==> src/rtl/mil1553_pkg.sv <==
// Shared MIL-STD-1553B word-format constants, bus level encoding and parity helpers
// used by both the transmit encoder and the receive-side timing logic.
package mil1553_pkg;

  localparam int SYNC_HALF_BITS = 3;
  localparam int WORD_HALF_BITS = 40;
  localparam int DATA_BITS      = 16;

  typedef enum logic {
    SYNC_CMD  = 1'b0,
    SYNC_DATA = 1'b1
  } sync_e;

  typedef logic [0:0] state_t;
  localparam state_t ST_IDLE = 1'b0;
  localparam state_t ST_TX   = 1'b1;

  // Bus level is {tx_p, tx_n}; the both-high code is never produced.
  typedef logic [1:0] bus_lvl_t;
  localparam bus_lvl_t BUS_IDLE = 2'b00;
  localparam bus_lvl_t BUS_HIGH = 2'b10;
  localparam bus_lvl_t BUS_LOW  = 2'b01;

  function automatic logic odd_parity(input logic [DATA_BITS-1:0] data);
    return ~^data;
  endfunction

  // Manchester II: a one is HIGH then LOW, a zero is LOW then HIGH.
  function automatic bus_lvl_t bit_half_level(input logic bit_val, input logic second_half);
    return (bit_val ^ second_half) ? BUS_HIGH : BUS_LOW;
  endfunction

endpackage

==> src/rtl/mil1553_halfbit_timer.sv <==
// Half-bit clock counter: wraps every HALF_BIT_CLKS cycles while running and flags
// the final cycle of each half-bit; also shared by the receiver's sample timing.
module mil1553_halfbit_timer #(
  parameter int HALF_BIT_CLKS = 25
) (
  input  logic clk,
  input  logic rst_n,
  input  logic clear_i,
  input  logic run_i,
  output logic end_o,
  output logic last_next_o
);

  localparam int CNT_W = (HALF_BIT_CLKS > 1) ? $clog2(HALF_BIT_CLKS) : 1;
  localparam logic [CNT_W-1:0] CNT_LAST = CNT_W'(HALF_BIT_CLKS - 1);

  logic [CNT_W-1:0] cnt_q, cnt_d;

  assign end_o = run_i && (cnt_q == CNT_LAST);

  always_comb begin
    cnt_d = cnt_q;
    if (clear_i) begin
      cnt_d = '0;
    end else if (run_i) begin
      cnt_d = end_o ? '0 : cnt_q + CNT_W'(1);
    end
  end

  // Lets the owner register a strobe aligned with the last cycle of the next half-bit.
  assign last_next_o = (cnt_d == CNT_LAST);

  always_ff @(posedge clk) begin
    if (!rst_n) begin
      cnt_q <= '0;
    end else begin
      cnt_q <= cnt_d;
    end
  end

endmodule

==> src/rtl/mil1553_tx_encoder.sv <==
// MIL-STD-1553B Manchester II word transmitter: sync + 16 data bits (MSB first)
// + odd parity, one word per valid/ready transfer, with back-to-back chaining.
module mil1553_tx_encoder
  import mil1553_pkg::*;
#(
  parameter int HALF_BIT_CLKS = 25,
  parameter int IDLE_GAP_CLKS = 0
) (
  input  logic        clk,
  input  logic        rst_n,
  input  logic        word_valid,
  output logic        word_ready,
  input  logic [15:0] word_data,
  input  logic        word_is_data,
  input  logic        tx_abort,
  output logic        tx_p,
  output logic        tx_n,
  output logic        tx_en,
  output logic        busy,
  output logic        word_done
);

  localparam int GAP_W = (IDLE_GAP_CLKS > 0) ? $clog2(IDLE_GAP_CLKS + 1) : 1;
  localparam logic [GAP_W-1:0] GAP_LOAD = GAP_W'(IDLE_GAP_CLKS);
  localparam logic [5:0] H_LAST  = 6'(WORD_HALF_BITS - 1);
  localparam logic [5:0] H_SYNC2 = 6'(SYNC_HALF_BITS);
  localparam logic [5:0] H_DATA0 = 6'(2 * SYNC_HALF_BITS);
  localparam int SH_W = DATA_BITS + 1;

  state_t           state_q, state_d;
  logic [5:0]       h_q, h_d;
  logic [SH_W-1:0]  sh_q, sh_d;
  sync_e            sync_q, sync_d;
  logic [GAP_W-1:0] gap_q, gap_d;
  bus_lvl_t         lvl_q, lvl_d;
  logic             en_q, en_d;
  logic             done_q, done_d;
  logic             ready_q, ready_d;
  logic             aborted;
  logic             xfer;
  logic             half_end;
  logic             last_next;
  logic             tmr_clear;
  logic             tmr_run;

  function automatic bus_lvl_t level_at(input state_t st, input logic [5:0] h,
                                        input logic msb, input sync_e sy);
    if (st == ST_IDLE) return BUS_IDLE;
    if (h < H_SYNC2)   return (sy == SYNC_DATA) ? BUS_LOW : BUS_HIGH;
    if (h < H_DATA0)   return (sy == SYNC_DATA) ? BUS_HIGH : BUS_LOW;
    return bit_half_level(msb, h[0]);
  endfunction

  assign tmr_run = (state_q == ST_TX);

  mil1553_halfbit_timer #(
    .HALF_BIT_CLKS(HALF_BIT_CLKS)
  ) u_timer (
    .clk        (clk),
    .rst_n      (rst_n),
    .clear_i    (tmr_clear),
    .run_i      (tmr_run),
    .end_o      (half_end),
    .last_next_o(last_next)
  );

  assign xfer = word_valid && ready_q;

  always_comb begin
    state_d   = state_q;
    h_d       = h_q;
    sh_d      = sh_q;
    sync_d    = sync_q;
    gap_d     = gap_q;
    done_d    = 1'b0;
    aborted   = 1'b0;
    tmr_clear = 1'b0;
    case (state_q)
      ST_IDLE: begin
        if (gap_q != '0) gap_d = gap_q - GAP_W'(1);
        if (xfer) begin
          state_d   = ST_TX;
          h_d       = '0;
          sh_d      = {word_data, odd_parity(word_data)};
          sync_d    = sync_e'(word_is_data);
          tmr_clear = 1'b1;
        end
      end
      default: begin
        // Abort wins even over a transfer offered in the final cycle of h39.
        if (tx_abort) begin
          state_d   = ST_IDLE;
          h_d       = '0;
          gap_d     = GAP_LOAD;
          aborted   = 1'b1;
          tmr_clear = 1'b1;
        end else if (half_end) begin
          if (h_q == H_LAST) begin
            done_d = 1'b1;
            h_d    = '0;
            if (xfer) begin
              sh_d      = {word_data, odd_parity(word_data)};
              sync_d    = sync_e'(word_is_data);
              tmr_clear = 1'b1;
            end else begin
              state_d = ST_IDLE;
              gap_d   = GAP_LOAD;
            end
          end else begin
            h_d = h_q + 6'd1;
            if (h_q[0] && (h_q > H_DATA0)) sh_d = {sh_q[SH_W-2:0], 1'b0};
          end
        end
      end
    endcase

    lvl_d   = level_at(state_d, h_d, sh_d[SH_W-1], sync_d);
    en_d    = (state_d == ST_TX);
    ready_d = (state_d == ST_TX) ? ((h_d == H_LAST) && last_next)
                                 : ((gap_d == '0) && !aborted);
  end

  always_ff @(posedge clk) begin
    if (!rst_n) begin
      state_q <= ST_IDLE;
      h_q     <= '0;
      gap_q   <= '0;
      lvl_q   <= BUS_IDLE;
      en_q    <= 1'b0;
      done_q  <= 1'b0;
      ready_q <= 1'b1;
    end else begin
      state_q <= state_d;
      h_q     <= h_d;
      gap_q   <= gap_d;
      lvl_q   <= lvl_d;
      en_q    <= en_d;
      done_q  <= done_d;
      ready_q <= ready_d;
    end
  end

  always_ff @(posedge clk) begin
    sh_q   <= sh_d;
    sync_q <= sync_d;
  end

  assign tx_p       = lvl_q[1];
  assign tx_n       = lvl_q[0];
  assign tx_en      = en_q;
  assign busy       = en_q;
  assign word_done  = done_q;
  assign word_ready = ready_q;

endmodule

==> config.mk <==
export PLATFORM = sky130hd
export DESIGN_NAME = mil1553_tx_encoder
export DESIGN_NICKNAME = d
export VERILOG_FILES = /design/src/rtl/mil1553_pkg.sv /design/src/rtl/mil1553_halfbit_timer.sv /design/src/rtl/mil1553_tx_encoder.sv
export SDC_FILE = /design/constraint.sdc
export NUM_CORES = 1
export LEC_CHECK = 0
export CAP_MARGIN = 20
export CELL_PAD_IN_SITES_DETAIL_PLACEMENT = 0
export CELL_PAD_IN_SITES_GLOBAL_PLACEMENT = 1
export CORE_MARGIN = 5
export CORE_UTILIZATION = 30
export DETAILED_ROUTE_END_ITERATION = 12
export PLACE_DENSITY = 0.64
export SLEW_MARGIN = 0
export SYNTH_ARGS = -nofsm -noshare
export SYNTH_HDL_FRONTEND = slang
export SYNTH_SLANG_ARGS = --single-unit
==> constraint.sdc <==
create_clock -name clk -period 5 [get_ports clk]
set_input_delay 1.25 -clock clk [delete_from_list [all_inputs] [get_ports clk]]
set_output_delay 1.25 -clock clk [all_outputs]
set_load 0.1 [all_outputs]
==> impl_metrics.json <==
{
  "status": "finished, final reports clean",
  "final_cell_mix": "nand2_1, clkdlybuf4s50_1, o21ai_0",
  "async_reset_ff_share_pct": 0,
  "required_ns": 5.21,
  "fp.dieArea_um2": 9247,
  "startpoint_type": "input port",
  "min_from": "sh_q[7]",
  "drt_iter0_markers": 123,
  "die_w_um": 96.16,
  "syn_avg_cell_area_um2": 8.803,
  "globalplace.congestion": 0.8032,
  "wl_per_cell_um": 14.52,
  "avgViaCountPerCell": 5.092,
  "ir_worst_vdd_uv": 74.51,
  "die_h_um": 96.16,
  "path_max_fanout": 8,
  "dp_hpwl_mm": 3.921,
  "regToRegEndpoint": "lvl_q[0]",
  "fin_tns_setup_ns": 0,
  "cts_buffers": 5,
  "cts_resized": 0,
  "numPortBuffers": 26,
  "fin_util_pct": 36.33,
  "fin_crit_sh_pct": 72.29,
  "postRouteAntennaNets": 0,
  "root_buffer": "clkbuf_8",
  "relSlewSlack_pct": 33.08,
  "seq_area_frac_synth_pct": 37.75,
  "ys.flop_type": "dfxtp_1",
  "r2r_slack_ns": 1.98,
  "timing.rr.start": "u_timer.cnt_q[0]",
  "ys_warn_count": 0,
  "fillers": 762,
  "instances_no_fill": 368,
  "grt_pass1_vias": 1760,
  "worstRegToRegCells": 9,
  "worstSetupEndpointType": "flop",
  "start_util_pct": 30.71,
  "min_path_cells": 2,
  "cts_tree": "done",
  "dr.pass1.iters": 4,
  "ys_types": 50,
  "insertion_delay_ns": 0.29,
  "setup_viol": 0,
  "hold_path_class": "flop to flop",
  "power.leakage_nw": 0.8917,
  "hold_slack_ns": 0.5589,
  "clock_skew_ns": 0.006746,
  "syn2layout_area_growth_pct": 18.31,
  "grt_max_degree": 27,
  "rsz0062_at_grt": "no",
  "core-area_um2": 7253,
  "synth_area_leaders": "edfxtp_1, dfxtp_1, mux2i_1",
  "cts-hold-fix-buffers": 0,
  "syn_area_um2": 2227,
  "grt-ovfl-total": 0,
  "critPathKind": "input port to flop",
  "antenna_found_initial": 0,
  "drt-total-wl_mm": 5.344,
  "drc_errors": 0,
  "synth_edf_count": 16,
  "period_minus_slack_ns": 3.615,
  "post-cts-setup-buffers": 0,
  "clock-sinks": 34,
  "tightest_slew_ns": 1.004,
  "grt_first_pass_wirelength_mm": 8.611,
  "place_inst": 361,
  "finalHoldViolations": 0,
  "diodes": 0,
  "syn_nets": 278,
  "final_layout_size_suffix_gt1_share_pct": 6.320,
  "final_common_cell": "nand2_1",
  "arrival_ns": 3.82,
  "synth_top_area_share_pct": 21.57,
  "clkTransAtPathRegs_ns": 0.07,
  "drv_slew": 0,
  "ioPinCount": 27,
  "cap_violations": 0,
  "synth_top_cell_by_area": "edfxtp_1",
  "ys_ff_latch": 34,
  "power_density_nw_per_um2": 291.1,
  "vias": 1874,
  "synthCells": 253,
  "h-tree-depth": 2,
  "clk_path_buf_depth": 2,
  "fmax_mhz": 276.6,
  "nNetsFinal": 294,
  "grtUsageTotal_pct": 12.11,
  "num_rows": 31,
  "hold_end": "sh_q[8]",
  "fin_total_pwr_mw": 0.7671
}
## logic make-up after synthesis
family / after synthesis / synth area share [%]
mux: 17 / 7.696
flops: 34 / 37.75
compound gates: 58 / 17.81
fa+ha+maj: 4 / 2.247
buf+inv: 30 / 6.292
xor+xnor: 20 / 7.865
simple gates: 90 / 20.34
## synthesized netlist by cell type (3+ instances only)
| cell type | count |
|---|---|
| xor2_1 | 5 |
| xnor2_1 | 15 |
| inv_1 | 11 |
| and2_1 | 6 |
| o21ai_0 | 22 |
| nor4_1 | 5 |
| mux2i_1 | 16 |
| ha_1 | 4 |
| buf_2 | 4 |
| nor2_1 | 20 |
| nand3_1 | 4 |
| clkbuf_1 | 11 |
| edfxtp_1 | 16 |
| a21oi_1 | 6 |
| o211ai_1 | 3 |
| dfxtp_1 | 18 |
| o31ai_1 | 3 |
| a31oi_1 | 6 |
| nand2_1 | 33 |
| nand4_1 | 5 |
## cell type report
cell class,instances,area (um^2),area share (%)
multi-input combinational,189,1251,47.48
sequential,34,840.8,31.91
timing repair buffer,28,275.3,10.45
tap,99,123.9,4.701
clock buffer,5,68.82,2.612
inverter,11,41.29,1.567
clock inverter,2,33.78,1.282
## worst max-delay path, stage by stage
cell and delay, ns:
clkdlybuf4s50_1 0.53, nand2b_1 0.34, a31oi_1 0.32, o21ai_0 0.21, a31oi_1 0.47, nand4_1 0.16, or4_1 0.44, o211ai_1 0.10
## report_power, final
| part | switching (mW) | leakage [nW] | internal [mW] |
|---|---|---|---|
| Clock | 0.0973 | 0.0517 | 0.144 |
| Combinational | 0.101 | 0.522 | 0.0732 |
| Sequential | 0.0176 | 0.318 | 0.334 |
| Total | 0.215 | 0.892 | 0.552 |
## worst max-delay path by stage
stage / start / endpoint / slack, ns / depth (start not counted)
floorplan: tx_abort / sh_q[0] / 2.03 / 1
global placement: tx_abort / word_ready / 1.13 / 8
detailed placement: tx_abort / word_ready / 1.15 / 8
CTS: tx_abort / word_ready / 1.42 / 8
global route: tx_abort / word_ready / 1.19 / 8
finish: tx_abort / word_ready / 1.39 / 8
## state kept, by name (all words and copies together), names as in the netlist
signal         count
h_q                6
word_ready         1
word_done          1
u_timer.cnt_q      5
busy               1
lvl_q              2
sync_q             1
sh_q              17
## stage by stage
| stage | setup WS (ns) | cell area, um^2 |
|---|---|---|
| 3_3_place_gp | 1.132 | 2532 |
| 3_5_place_dp | 1.147 | 2532 |
| 6_report | 1.385 | 2635 |
| 2_1_floorplan | 2.028 | 2227 |
| 4_1_cts | 1.420 | 2635 |
| 5_1_grt | 1.194 | 2635 |
## layer usage
layer  global-route usage [%]  up-vias  share of wire [%]
met5                        0        -                  0
met4                    4.621        0                1.5
met3                    2.424        6                4.0
met2                    18.80       44                 45
met1                    16.45      882                 50
li1                         -      942                  -
Power figures use the tool's default switching activity.
